<file path="src/rtl/sa_write_channel.sv">
// Write-channel arbiter: merges per-master AW/W streams onto one slave port and routes B back by ID.
// Define SA_WR_FIXED_PRIO_EN for fixed-priority AW arbitration (lowest index wins) instead of round-robin.
module sa_write_channel #(
  parameter int MST_AMT           = 2,
  parameter int OUTSTANDING_AMT   = 8,
  parameter int DATA_WIDTH        = 32,
  parameter int ADDR_WIDTH        = 32,
  parameter int TRANS_MST_ID_W    = 5,
  parameter int TRANS_BURST_W     = 2,
  parameter int TRANS_DATA_LEN_W  = 3,
  parameter int TRANS_DATA_SIZE_W = 3,
  parameter int TRANS_WR_RESP_W   = 2,
  localparam int MST_ID_W         = $clog2(MST_AMT)
) (
  input  logic                                   ACLK_i,
  input  logic                                   ARESETn_i,
  input  logic [TRANS_MST_ID_W*MST_AMT-1:0]      dsp_AWID_i,
  input  logic [ADDR_WIDTH*MST_AMT-1:0]          dsp_AWADDR_i,
  input  logic [TRANS_BURST_W*MST_AMT-1:0]       dsp_AWBURST_i,
  input  logic [TRANS_DATA_LEN_W*MST_AMT-1:0]    dsp_AWLEN_i,
  input  logic [TRANS_DATA_SIZE_W*MST_AMT-1:0]   dsp_AWSIZE_i,
  input  logic [MST_AMT-1:0]                     dsp_AWVALID_i,
  input  logic [DATA_WIDTH*MST_AMT-1:0]          dsp_WDATA_i,
  input  logic [MST_AMT-1:0]                     dsp_WLAST_i,
  input  logic [MST_AMT-1:0]                     dsp_WVALID_i,
  input  logic [MST_AMT-1:0]                     dsp_BREADY_i,
  output logic [MST_AMT-1:0]                     dsp_AWREADY_o,
  output logic [MST_AMT-1:0]                     dsp_WREADY_o,
  output logic [MST_AMT-1:0]                     dsp_BVALID_o,
  output logic [TRANS_MST_ID_W-1:0]              dsp_BID_o,
  output logic [TRANS_WR_RESP_W-1:0]             dsp_BRESP_o,
  output logic [TRANS_MST_ID_W+MST_ID_W-1:0]     s_AWID_o,
  output logic [ADDR_WIDTH-1:0]                  s_AWADDR_o,
  output logic [TRANS_BURST_W-1:0]               s_AWBURST_o,
  output logic [TRANS_DATA_LEN_W-1:0]            s_AWLEN_o,
  output logic [TRANS_DATA_SIZE_W-1:0]           s_AWSIZE_o,
  output logic                                   s_AWVALID_o,
  input  logic                                   s_AWREADY_i,
  output logic [DATA_WIDTH-1:0]                  s_WDATA_o,
  output logic                                   s_WLAST_o,
  output logic                                   s_WVALID_o,
  input  logic                                   s_WREADY_i,
  input  logic [TRANS_MST_ID_W+MST_ID_W-1:0]     s_BID_i,
  input  logic [TRANS_WR_RESP_W-1:0]             s_BRESP_i,
  input  logic                                   s_BVALID_i,
  output logic                                   s_BREADY_o
);

  localparam int PTR_W = $clog2(OUTSTANDING_AMT);
  localparam int CNT_W = $clog2(OUTSTANDING_AMT + 1);

  // Handshakes: a beat transfers on a rising edge where valid and ready are both high;
  // valid never waits on ready, and a raised valid holds its payload until that transfer.

  logic                         grant_any;
  logic [MST_ID_W-1:0]          grant_idx;
  logic                         aw_free;
  logic                         aw_grant;
  logic [TRANS_MST_ID_W-1:0]    sel_id;
  logic [ADDR_WIDTH-1:0]        sel_addr;
  logic [TRANS_BURST_W-1:0]     sel_burst;
  logic [TRANS_DATA_LEN_W-1:0]  sel_len;
  logic [TRANS_DATA_SIZE_W-1:0] sel_size;

  logic [MST_ID_W-1:0] fifo_mem [OUTSTANDING_AMT];
  logic [PTR_W-1:0]    wr_ptr, rd_ptr;
  logic [CNT_W-1:0]    fifo_cnt;
  logic                fifo_full, fifo_empty;
  logic                push, pop;
  logic [MST_ID_W-1:0] head;
  logic [MST_ID_W-1:0] b_mst;

`ifndef SA_WR_FIXED_PRIO_EN
  logic [MST_ID_W-1:0] rr_ptr;
`endif

  always_comb begin
    grant_any = 1'b0;
    grant_idx = '0;
`ifndef SA_WR_FIXED_PRIO_EN
    // First pass covers masters at or above the pointer, second pass wraps around.
    for (int j = 0; j < MST_AMT; j++) begin
      if (!grant_any && dsp_AWVALID_i[j] && (MST_ID_W'(j) >= rr_ptr)) begin
        grant_any = 1'b1;
        grant_idx = MST_ID_W'(j);
      end
    end
`endif
    for (int j = 0; j < MST_AMT; j++) begin
      if (!grant_any && dsp_AWVALID_i[j]) begin
        grant_any = 1'b1;
        grant_idx = MST_ID_W'(j);
      end
    end
  end

  assign aw_free  = !s_AWVALID_o || s_AWREADY_i;
  assign aw_grant = ARESETn_i && grant_any && aw_free && !fifo_full;

  always_comb begin
    dsp_AWREADY_o = '0;
    sel_id        = '0;
    sel_addr      = '0;
    sel_burst     = '0;
    sel_len       = '0;
    sel_size      = '0;
    for (int j = 0; j < MST_AMT; j++) begin
      if (grant_idx == MST_ID_W'(j)) begin
        dsp_AWREADY_o[j] = aw_grant;
        sel_id    = dsp_AWID_i[j*TRANS_MST_ID_W +: TRANS_MST_ID_W];
        sel_addr  = dsp_AWADDR_i[j*ADDR_WIDTH +: ADDR_WIDTH];
        sel_burst = dsp_AWBURST_i[j*TRANS_BURST_W +: TRANS_BURST_W];
        sel_len   = dsp_AWLEN_i[j*TRANS_DATA_LEN_W +: TRANS_DATA_LEN_W];
        sel_size  = dsp_AWSIZE_i[j*TRANS_DATA_SIZE_W +: TRANS_DATA_SIZE_W];
      end
    end
  end

  always_ff @(posedge ACLK_i or negedge ARESETn_i) begin
    if (!ARESETn_i) begin
      s_AWVALID_o <= 1'b0;
      s_AWID_o    <= '0;
      s_AWADDR_o  <= '0;
      s_AWBURST_o <= '0;
      s_AWLEN_o   <= '0;
      s_AWSIZE_o  <= '0;
    end else if (aw_grant) begin
      s_AWVALID_o <= 1'b1;
      s_AWID_o    <= {grant_idx, sel_id};
      s_AWADDR_o  <= sel_addr;
      s_AWBURST_o <= sel_burst;
      s_AWLEN_o   <= sel_len;
      s_AWSIZE_o  <= sel_size;
    end else if (s_AWREADY_i) begin
      s_AWVALID_o <= 1'b0;
    end
  end

`ifndef SA_WR_FIXED_PRIO_EN
  always_ff @(posedge ACLK_i or negedge ARESETn_i) begin
    if (!ARESETn_i) begin
      rr_ptr <= '0;
    end else if (aw_grant) begin
      rr_ptr <= (grant_idx == MST_ID_W'(MST_AMT - 1)) ? '0 : grant_idx + 1'b1;
    end
  end
`endif

  // W-order FIFO: records which master owns each accepted AW so its W beats follow in order.
  assign fifo_full  = (fifo_cnt == CNT_W'(OUTSTANDING_AMT));
  assign fifo_empty = (fifo_cnt == '0);
  assign push       = aw_grant;
  assign pop        = s_WVALID_o && s_WREADY_i && s_WLAST_o;
  assign head       = fifo_mem[rd_ptr];

  always_ff @(posedge ACLK_i) begin
    if (push) fifo_mem[wr_ptr] <= grant_idx;
  end

  always_ff @(posedge ACLK_i or negedge ARESETn_i) begin
    if (!ARESETn_i) begin
      wr_ptr   <= '0;
      rd_ptr   <= '0;
      fifo_cnt <= '0;
    end else begin
      if (push) wr_ptr <= (wr_ptr == PTR_W'(OUTSTANDING_AMT - 1)) ? '0 : wr_ptr + 1'b1;
      if (pop)  rd_ptr <= (rd_ptr == PTR_W'(OUTSTANDING_AMT - 1)) ? '0 : rd_ptr + 1'b1;
      if (push && !pop)      fifo_cnt <= fifo_cnt + 1'b1;
      else if (pop && !push) fifo_cnt <= fifo_cnt - 1'b1;
    end
  end

  always_comb begin
    s_WDATA_o    = '0;
    s_WLAST_o    = 1'b0;
    s_WVALID_o   = 1'b0;
    dsp_WREADY_o = '0;
    for (int j = 0; j < MST_AMT; j++) begin
      if (!fifo_empty && (head == MST_ID_W'(j))) begin
        s_WDATA_o       = dsp_WDATA_i[j*DATA_WIDTH +: DATA_WIDTH];
        s_WLAST_o       = dsp_WLAST_i[j];
        s_WVALID_o      = dsp_WVALID_i[j];
        dsp_WREADY_o[j] = s_WREADY_i;
      end
    end
  end

  // Responses for an out-of-range master index fall through the loop and are sunk.
  assign b_mst       = s_BID_i[TRANS_MST_ID_W +: MST_ID_W];
  assign dsp_BID_o   = s_BID_i[TRANS_MST_ID_W-1:0];
  assign dsp_BRESP_o = s_BRESP_i;

  always_comb begin
    dsp_BVALID_o = '0;
    s_BREADY_o   = 1'b1;
    for (int j = 0; j < MST_AMT; j++) begin
      if (b_mst == MST_ID_W'(j)) begin
        dsp_BVALID_o[j] = s_BVALID_i;
        s_BREADY_o      = dsp_BREADY_i[j];
      end
    end
  end

endmodule

</file>
<file path="config.mk">
export PLATFORM = sky130hd
export DESIGN_NAME = sa_write_channel
export DESIGN_NICKNAME = d
export VERILOG_FILES = /design/src/rtl/sa_write_channel.sv
export SDC_FILE = /design/constraint.sdc
export NUM_CORES = 1
export LEC_CHECK = 0
export BUFFER_PORTS_ARGS = -buffer_cell sky130_fd_sc_hd__buf_2
export CORE_AREA = 2 2 105 107
export DETAILED_ROUTE_END_ITERATION = 12
export DIE_AREA = 0 0 107 109
export PLACE_DENSITY = 0.77
export SLEW_MARGIN = 30
export SYNTH_ARGS = -nofsm -noshare
export SYNTH_HDL_FRONTEND = slang
export SYNTH_SLANG_ARGS = --single-unit
</file>
<file path="constraint.sdc">
create_clock -name ACLK_i -period 2.8 [get_ports ACLK_i]
set_input_delay 0.14 -clock ACLK_i [delete_from_list [all_inputs] [get_ports ACLK_i]]
set_output_delay 0.14 -clock ACLK_i [all_outputs]
set_load 0.03 [all_outputs]
</file>
==> results.py, run 1 <==
metrics = {
    "finish": {
        "drive_above_1_share_pct": 48.1,
        "layout_common_cells": "buf_2 (255), dfrtp_1 (57), nand2_1 (56), mux2i_1 (49), o21ai_0 (40)",
        "final_core_util_pct": 50.2,
        "final_common_cell": "buf_2",
        "diodes": 0,
        "fin_cells": 760,
        "area_delta_synth_final_pct": 42.8,
        "nNetsFinal": 798,
    },
    "global_routing": {
        "track_usage_pct": 18.6,
        "gr-total-overflow": 0,
        "grt_max_degree": 103,
        "grt_pass1_wl_um": 16800,
        "grt_pass1_vias": 3642,
        "antenna_found_initial": 0,
    },
    "timing": {
        "final-max-slew-violation-count": 0,
        "rsz0062_at_grt": "false",
        "max_freq_mhz": 384,
        "fin_crit_sh_pct": 93.1,
        "period_minus_slack_ns": 2.61,
        "finalHoldViolCount": 35,
        "finalSetupTns_ns": 0,
        "tightest_slew_ns": 0.847,
        "hold-worst-slack_ns": -0.0160,
        "final-setup-viol-count": 0,
        "skew_ns": 0.00787,
        "slew_headroom_pct": 43.6,
    },
    "synth": {
        "ys_types": 42,
        "ys.flop_type": "dfrtp_1",
        "syn_inst": 368,
        "synth_seq_cells": 66,
        "netlist_area_um2": 3730,
        "synth_edf_count": 8,
        "seq_area_frac_synth_pct": 45.4,
        "syn_avg_cell_area_um2": 10.1,
        "synth_fp_nets": 551,
        "asyncSetResetFlopFracSynth_pct": 87.9,
        "synth_warnings": 0,
    },
    "routing": {
        "vias_per_cell": 4.93,
        "drc": 0,
        "wl_um": 11200,
        "ant_nets": 0,
        "via_count": 3749,
        "drt_iter0_markers": 162,
        "drtPass1Iterations": 4,
        "wl_per_cell_um": 14.8,
    },
    "place": {
        "finalWeightedCongestion": 0.913,
        "port_buffers": 255,
        "dp_hpwl_um": 8840,
        "dp_cells": 742,
    },
    "clock_tree": {
        "htree_levels": 3,
        "path_clk_slew_ns": 0.07,
        "cts_hold_buf": 0,
        "cts-root-buf": "clkbuf_8",
        "cts.sinks": 66,
        "cts_made_buffers": 9,
        "worstSkewPairLatency_ns": 0.33,
        "cts_buffer_depth": 2,
        "cts_tree": "yes",
    },
    "worst_setup_path": {
        "crit_chain": "mux2i_2, a22oi_2, nand2_2, mux2i_1, ha_1, inv_1, ha_1, a21o_1, a21oi_1, mux2i_1, xnor2_1",
        "cp-end-kind": "flop",
        "worst_path_max_delay_cell": "dfrtp_2",
        "cp_data_required_time_ns": 3.05,
        "crit_type": "reg -> reg",
        "slowest_delay_ns": 0.46,
        "crit_path_start_kind": "flop",
        "critPathArrivalTime_ns": 2.86,
        "crit_fanout": 7,
    },
    "floorplanning": {
        "row_count": 38,
        "die_area_um2": 11700,
        "initial_utilization_pct": 35.2,
        "core_area_um2": 10600,
        "die_y_um": 109,
        "ioPinCount": 270,
        "fp.dieW_um": 107,
    },
    "run": {
        "drv_cap": 0,
    },
    "power": {
        "vdd_drop_max_uv": 946,
        "p_leak_nw": 2.90,
        "power.density_nw_per_um2": 1170,
    },
    "status": {
        "violations": "hold timing",
        "status": "finished, violations left",
    },
    "min_path": {
        "min_path_type": "in -> async",
    },
}
-- synthesized netlist by cell type, types with 3 or more instances --
master / instances / area share, %
inv_1: 5 / 0.50
nor3_1: 6 / 0.81
o21a_1: 3 / 0.60
mux2i_1: 51 / 14
nand4_1: 3 / 0.50
a21o_1: 3 / 0.60
nand2_1: 57 / 5.7
buf_2: 10 / 1.3
nor2b_1: 3 / 0.50
dfrtp_1: 58 / 39
edfxtp_1: 8 / 6.4
o211ai_1: 3 / 0.60
buf_4: 7 / 1.4
nor2_1: 11 / 1.1
buf_6: 4 / 1.2
xnor2_1: 3 / 0.70
ha_1: 7 / 2.3
o21ai_0: 40 / 5.4
a22o_1: 34 / 8.0
o21ai_1: 12 / 1.6
clkbuf_1: 5 / 0.50
and2_1: 4 / 0.67
o22ai_1: 3 / 0.50
buf_1: 5 / 0.50
-- stage by stage --
stage | area (um^2) | setup slack (ns) | total power, W
final | 5330 | 0.193 | 0.00626
after global routing | 5330 | 0.0358 | 0.00663
after CTS | 5290 | 0.0146 | 0.00627
after detailed placement | 5100 | 0.0396 | 0.00545
after floorplan | 3730 | 0.261 | 0.00435
after global placement | 5100 | 0.185 | 0.00535
-- worst max-delay path, delay by kind of cell (launching register included) --
family,cells,cell delay [ns]
AOI/OAI and AO/OA,3,0.50
xor gates and xnor gates,1,0.15
adders and majority gates,2,0.47
buffers and inverters,1,0.09
DFF,1,0.46
muxes,3,0.72
and+or+nand+nor,1,0.13
-- routing by layer --
| layer | share of wire, % | track usage [%] | vias up |
|---|---|---|---|
| li1 | - | - | 1819 |
| met1 | 37 | 18.6 | 1715 |
| met2 | 51 | 35.3 | 196 |
| met3 | 9.7 | 5.50 | 19 |
| met4 | 2.5 | 9.00 | 0 |
| met5 | 0 | 0 | - |
-- repair_timing --
action                     4_1_cts  5_1_grt
resized for setup                0        5
setup endpoints to repair        0        1
buffers inserted                 0        2
-- final timing paths --
| path | start | depth (start not counted) | slack (ns) | end |
|---|---|---|---|---|
| setup / recovery | rd_ptr[0] | 11 | 0.19 | fifo_cnt[3] |
| hold / removal | ARESETn_i | 2 | -0.02 | s_AWID_o[2] |
| setup reg to reg | rd_ptr[0] | 11 | 0.19 | fifo_cnt[3] |
| hold reg to reg | s_AWID_o[5] | 1 | 0.48 | s_AWID_o[5] |
| max in group asynchronous | ARESETn_i | 2 | 2.29 | rd_ptr[0] |
| min in group ACLK_i | dsp_AWADDR_i[63] | 3 | 0.08 | s_AWADDR_o[31] |
-- report_power, final --
| part | internal, W | switching [W] | total (W) |
|---|---|---|---|
| clock network | 0.000460 | 0.000333 | 0.000793 |
| logic | 0.00128 | 0.00258 | 0.00387 |
| registers | 0.00133 | 0.000269 | 0.00160 |
-- sequential cells by signal, indices dropped and copies added, names as in the netlist --
register     cells
s_AWADDR_o      32
fifo_mem         8
s_AWID_o         6
fifo_cnt         4
rd_ptr           3
s_AWLEN_o        3
s_AWSIZE_o       3
wr_ptr           3
s_AWBURST_o      2
rr_ptr           1
s_AWVALID_o      1
-- kinds of logic after synthesis --
| family | share of synthesized area, % |
|---|---|
| compound gates | 19.2 |
| simple gates | 12.0 |
| flops | 45.4 |
| mux | 14.3 |
| buf+inv | 5.57 |
| fa+ha+maj | 2.88 |
| xor+xnor | 0.705 |
-- final cells by class --
cell class / instances / area [um^2]
clock buffer: 14 / 163
clock inverter: 2 / 35.0
fill: 992 / 5280
inverter: 6 / 22.5
multi-input combinational: 265 / 1860
sequential: 66 / 1690
tap: 140 / 175
timing repair buffer: 267 / 1380
Power figures use the tool's default switching activity.
==> run 2: changes to the inputs <==
==> constraint.sdc (replaced) <==
create_clock -name ACLK_i -period 2.8 [get_ports ACLK_i]
set_input_delay 0.56 -clock ACLK_i [delete_from_list [all_inputs] [get_ports ACLK_i]]
set_output_delay 0.56 -clock ACLK_i [all_outputs]
set_load 0.03 [all_outputs]
==> results.py, run 2 (synthesized netlist as in run 1, its figures left out) <==
metrics = {
    "floorplanning": {
        "initial_utilization_pct": 35.2,
        "ioPinCount": 270,
        "die_area_um2": 11700,
        "core_area_um2": 10600,
        "fp.dieW_um": 107,
        "die_y_um": 109,
        "row_count": 38,
    },
    "clock_tree": {
        "cts_made_buffers": 9,
        "cts-root-buf": "clkbuf_8",
        "cts_tree": "yes",
        "cts_buffer_depth": 2,
        "path_clk_slew_ns": 0.08,
        "cts_hold_buf": 0,
        "worstSkewPairLatency_ns": 0.33,
        "htree_levels": 3,
        "cts.sinks": 66,
    },
    "worst_setup_path": {
        "crit_path_start_kind": "flop",
        "cp-end-kind": "output port",
        "critPathArrivalTime_ns": 2.13,
        "crit_fanout": 34,
        "crit_type": "reg -> out",
        "cp_data_required_time_ns": 2.24,
    },
    "finish": {
        "fill_cells": 989,
        "diodes": 0,
        "nNetsFinal": 798,
        "area_delta_synth_final_pct": 44.3,
        "final_common_cell": "buf_2",
        "reg.largest.list": "s_AWADDR_o: 32 flops, fifo_mem: 8 flops, s_AWID_o: 6 flops",
        "layout_common_cells": "buf_2 (237), nand2_1 (57), dfrtp_1 (57), mux2i_1 (48), o21ai_0 (40)",
        "drive_above_1_share_pct": 48.4,
        "largest_register_ff_count": 32,
        "top_register": "s_AWADDR_o",
    },
    "routing": {
        "wl_per_cell_um": 15.2,
        "drtPass1Iterations": 4,
        "ant_nets": 0,
        "drt_iter0_markers": 206,
        "vias_per_cell": 4.99,
        "wl_um": 11600,
        "drc": 0,
        "via_count": 3794,
    },
    "place": {
        "dp_hpwl_um": 9160,
        "pre_cts_ws_ns": 0.0187,
        "port_buffers": 255,
        "finalWeightedCongestion": 0.834,
    },
    "timing": {
        "fin_crit_sh_pct": 96.2,
        "max_freq_mhz": 371,
        "slew_headroom_pct": 51.2,
        "rsz0062_at_grt": "true",
        "final-setup-viol-count": 0,
        "skew_ns": 0.0143,
        "hold-worst-slack_ns": 0.412,
        "final-max-slew-violation-count": 0,
        "period_minus_slack_ns": 2.69,
        "finalHoldViolCount": 0,
        "fin_ws_ns": 0.107,
        "tightest_slew_ns": 0.731,
    },
    "global_routing": {
        "gr-total-overflow": 0,
        "grt_pass1_wl_um": 17300,
        "grt_pass1_vias": 3530,
        "antenna_found_initial": 0,
        "track_usage_pct": 19.3,
        "grt_max_degree": 80,
    },
    "power": {
        "power.density_nw_per_um2": 1180,
        "p_leak_nw": 2.90,
        "pwr-share-seq_pct": 25.5,
        "p_int_w": 0.00310,
        "p_clk_share_pct": 10.7,
        "p_sw_share_pct": 51.4,
        "vdd_drop_max_uv": 826,
        "switchingPower_w": 0.00327,
        "pwr-share-comb_pct": 63.8,
    },
    "status": {
        "status": "completed",
    },
    "min_path": {
        "min_path_type": "in -> async",
    },
    "run": {
        "drv_cap": 0,
    },
}
==> run 2: per-stage QoR <==
stage | util, % | TNS, ns | cells | power [W] | area [um^2]
finish | 50.8 | 0 | 760 | 0.00637 | 5380
floorplan | - | 0 | 368 | 0.00435 | 3730
CTS | 49.7 | 0 | 757 | 0.00623 | 5270
detailed placement | 48.1 | 0 | 741 | 0.00552 | 5100
global route | 50.8 | -0.131 | 760 | 0.00676 | 5380
global placement | 48.1 | 0 | 741 | 0.00541 | 5100
==> run 2: final cells by class <==
type,instances,area [um^2],share of cell area (%)
flip-flops and latches,66,1690,31.5
multi-input cells,265,1880,35.0
repair buffers,267,1450,26.8
well taps,140,175,3.25
clock inverters,5,31.3,0.581
clock buffers,11,131,2.44
inverters,6,22.5,0.418
==> run 2: power groups by stage <==
| stage | clock network, W | registers [W] | logic (W) |
|---|---|---|---|
| final | 0.000681 | 0.00163 | 0.00406 |
| after CTS | 0.000702 | 0.00161 | 0.00392 |
| after global placement | 0 | 0.00159 | 0.00382 |
| after detailed placement | 0 | 0.00161 | 0.00390 |
| after floorplan | 0 | 0.00212 | 0.00223 |
| after global routing | 0.000745 | 0.00168 | 0.00433 |
==> run 2: what timing repair did <==
action	CTS	global route
hold endpoints to repair	0	0
pin swaps	0	1
setup endpoints to repair	32	36
buffers inserted	0	3
resized for setup	1	33
cloned	0	0
==> run 2: final timing paths <==
path | start | endpoint | cells after the start | slack [ns]
worst min register to register | s_AWADDR_o[17] | s_AWADDR_o[17] | 2 | 0.47
worst max register to register | rd_ptr[0] | fifo_cnt[3] | 11 | 0.13
worst min-delay path | ARESETn_i | s_AWSIZE_o[2] | 2 | 0.41
max in group asynchronous | ARESETn_i | rd_ptr[0] | 2 | 1.86
min in group ACLK_i | s_AWADDR_o[17] | s_AWADDR_o[17] | 2 | 0.47
worst max-delay path | rd_ptr[0] | s_WDATA_o[4] | 7 | 0.11
==> run 2: critical path: stages, from the launching register on <==
cell and delay, ns:
dfrtp_2 0.47, mux2i_2 0.28, a22oi_2 0.12, buf_4 0.17, a21oi_2 0.18, buf_12 0.21
a22o_1 0.18, clkbuf_4 0.19
==> run 2: metal layers <==
| layer | global-route usage [%] | share of wire (%) |
|---|---|---|
| met4 | 6.86 | 1.6 |
| met1 | 19.8 | 36 |
| met3 | 5.98 | 9.5 |
| met5 | 0 | 0 |
| met2 | 36.8 | 52 |
==> run 3: changes to the inputs <==
- CORE_AREA: 2 2 105 107 -> not set
- CORE_ASPECT_RATIO: not set -> 0.7
- CORE_MARGIN: not set -> 2
- CORE_UTILIZATION: not set -> 41
- DIE_AREA: 0 0 107 109 -> not set
- PLACE_DENSITY: 0.77 -> not set
- PLACE_DENSITY_LB_ADDON: not set -> 0.1
==> results.py, run 3 (synthesized netlist as in run 1, its figures left out) <==
metrics = {
    "global_routing": {
        "grt_max_degree": 100,
        "grt_pass1_wl_um": 16700,
        "gr-total-overflow": 0,
        "grt_pass1_vias": 3318,
        "antenna_found_initial": 0,
        "track_usage_pct": 21.0,
    },
    "floorplanning": {
        "initial_utilization_pct": 41.6,
        "core_area_um2": 8960,
        "fp.dieW_um": 118,
        "row_count": 29,
        "die_area_um2": 9890,
        "ioPinCount": 270,
        "die_y_um": 83.8,
    },
    "clock_tree": {
        "cts_buffer_depth": 2,
        "htree_levels": 3,
        "cts_hold_buf": 0,
        "path_clk_slew_ns": 0.05,
        "worstSkewPairLatency_ns": 0.32,
        "cts-root-buf": "clkbuf_16",
        "cts.sinks": 66,
        "cts_tree": "yes",
        "cts_made_buffers": 9,
    },
    "finish": {
        "nNetsFinal": 796,
        "layout_common_cells": "buf_2 (254), dfrtp_1 (57), nand2_1 (56), mux2i_1 (49), o21ai_0 (40)",
        "diodes": 0,
        "drive_above_1_share_pct": 47.7,
        "area_delta_synth_final_pct": 44.9,
        "top_register": "s_AWADDR_o",
        "fill_cells": 811,
        "reg.largest.list": "s_AWADDR_o: 32 flops, fifo_mem: 8 flops, s_AWID_o: 6 flops",
        "final_common_cell": "buf_2",
        "largest_register_ff_count": 32,
    },
    "worst_setup_path": {
        "cp-end-kind": "output port",
        "cp_data_required_time_ns": 2.24,
        "crit_path_start_kind": "flop",
        "crit_type": "reg -> out",
        "critPathArrivalTime_ns": 2.12,
        "worst_path_max_delay_cell": "dfrtp_2",
        "slowest_delay_ns": 0.44,
        "crit_fanout": 33,
        "crit_chain": "mux2i_2, a22oi_2, buf_4, a21oi_2, buf_12, a22o_1, clkbuf_4",
    },
    "routing": {
        "wl_per_cell_um": 14.3,
        "top_layer_used": "met4",
        "wl_met3_um": 704,
        "drtPass1Iterations": 4,
        "wl_um": 10600,
        "ant_nets": 0,
        "drt_iter0_markers": 158,
        "detail_route.wirelength.met1_um": 4660,
        "via_count": 3604,
        "drc": 0,
        "vias_per_cell": 4.86,
        "dr_wl_met2_um": 5230,
    },
    "timing": {
        "final-max-slew-violation-count": 0,
        "finalHoldViolCount": 0,
        "fin_crit_sh_pct": 95.9,
        "period_minus_slack_ns": 2.68,
        "hold-worst-slack_ns": 0.436,
        "finalSetupTns_ns": 0,
        "slew_headroom_pct": 44.3,
        "tightest_slew_ns": 0.836,
        "skew_ns": 0.00853,
        "rsz0062_at_grt": "false",
        "max_freq_mhz": 373,
        "final-setup-viol-count": 0,
    },
    "min_path": {
        "min_path_type": "in -> async",
    },
    "place": {
        "finalWeightedCongestion": 0.775,
        "dp_hpwl_um": 8200,
        "port_buffers": 255,
    },
    "power": {
        "p_int_w": 0.00337,
        "power.density_nw_per_um2": 1200,
        "vdd_drop_max_uv": 500,
        "p_clk_share_pct": 17.0,
        "p_sw_share_pct": 48.3,
        "switchingPower_w": 0.00314,
        "pwr-share-seq_pct": 24.7,
        "p_leak_nw": 2.94,
        "pwr-share-comb_pct": 58.3,
    },
    "status": {
        "status": "completed",
    },
    "run": {
        "drv_cap": 0,
    },
}
[run 3: changes by cell type in the layout (fill, tap and decap cells not counted), sizes merged]
cell,delta
buf,+11
clkbuf,-10
clkinv,-3
bufinv,+1
clkinvlp,-1
[run 3: routing by layer]
metal  GRT usage [%]  vias up
li1                -     1823
met1            27.0     1641
met2            35.8      134
met3            5.94        6
met4            4.05        0
met5               0        -
[run 3: through the flow]
| step | power, W | instance area (um^2) | instances | setup WS, ns | util [%] |
|---|---|---|---|---|---|
| after floorplan | 0.00435 | 3730 | 368 | 0.261 | - |
| after global placement | 0.00528 | 5050 | 723 | 0.141 | 56.4 |
| after detailed placement | 0.00534 | 5050 | 723 | 0.0198 | 56.4 |
| after CTS | 0.00649 | 5360 | 739 | 0.00368 | 59.8 |
| after global routing | 0.00689 | 5410 | 742 | 0.00694 | 60.3 |
| final | 0.00651 | 5410 | 742 | 0.116 | 60.3 |
[run 3: final timing paths]
path                               start              to  slack (ns)  cells after the start
setup / recovery               rd_ptr[0]   s_WDATA_o[24]        0.12                      7
hold / removal                 ARESETn_i  s_AWADDR_o[12]        0.44                      2
setup reg to reg               rd_ptr[0]     fifo_cnt[3]        0.17                     11
hold reg to reg            s_AWADDR_o[9]   s_AWADDR_o[9]        0.47                      2
max in group asynchronous      ARESETn_i       rd_ptr[0]        1.82                      2
min in group ACLK_i        s_AWADDR_o[9]   s_AWADDR_o[9]        0.47                      2
[run 3: power by group through the flow]
| stage | registers (W) | clock network, W | logic, W |
|---|---|---|---|
| floorplan | 0.00212 | 0 | 0.00223 |
| global placement | 0.00161 | 0 | 0.00368 |
| detailed placement | 0.00162 | 0 | 0.00372 |
| CTS | 0.00161 | 0.00114 | 0.00374 |
| global route | 0.00166 | 0.00118 | 0.00405 |
| finish | 0.00160 | 0.00111 | 0.00379 |
[run 3: area by class of cell]
cell class,instances,area (um^2),area share [%]
clock buffer,14,264,4.88
timing repair buffer,265,1380,25.6
inverter,6,22.5,0.417
sequential,66,1690,31.3
tap,124,155,2.87
clock inverter,2,35.0,0.648
multi-input combinational,265,1850,34.3
[run 3: what timing repair did]
| action | 4_1_cts | 5_1_grt |
|---|---|---|
| buffers inserted | 0 | 3 |
| endpoints found under the setup margin | 34 | 35 |
| pin swaps | 0 | 1 |
| gates resized for setup | 3 | 6 |
[run 3: critical path, delay by kind of cell (launching register included)]
kind / cells / cell delay (ns)
compound gates: 3 / 0.51
buf+inv: 3 / 0.57
flops: 1 / 0.44
mux: 1 / 0.28
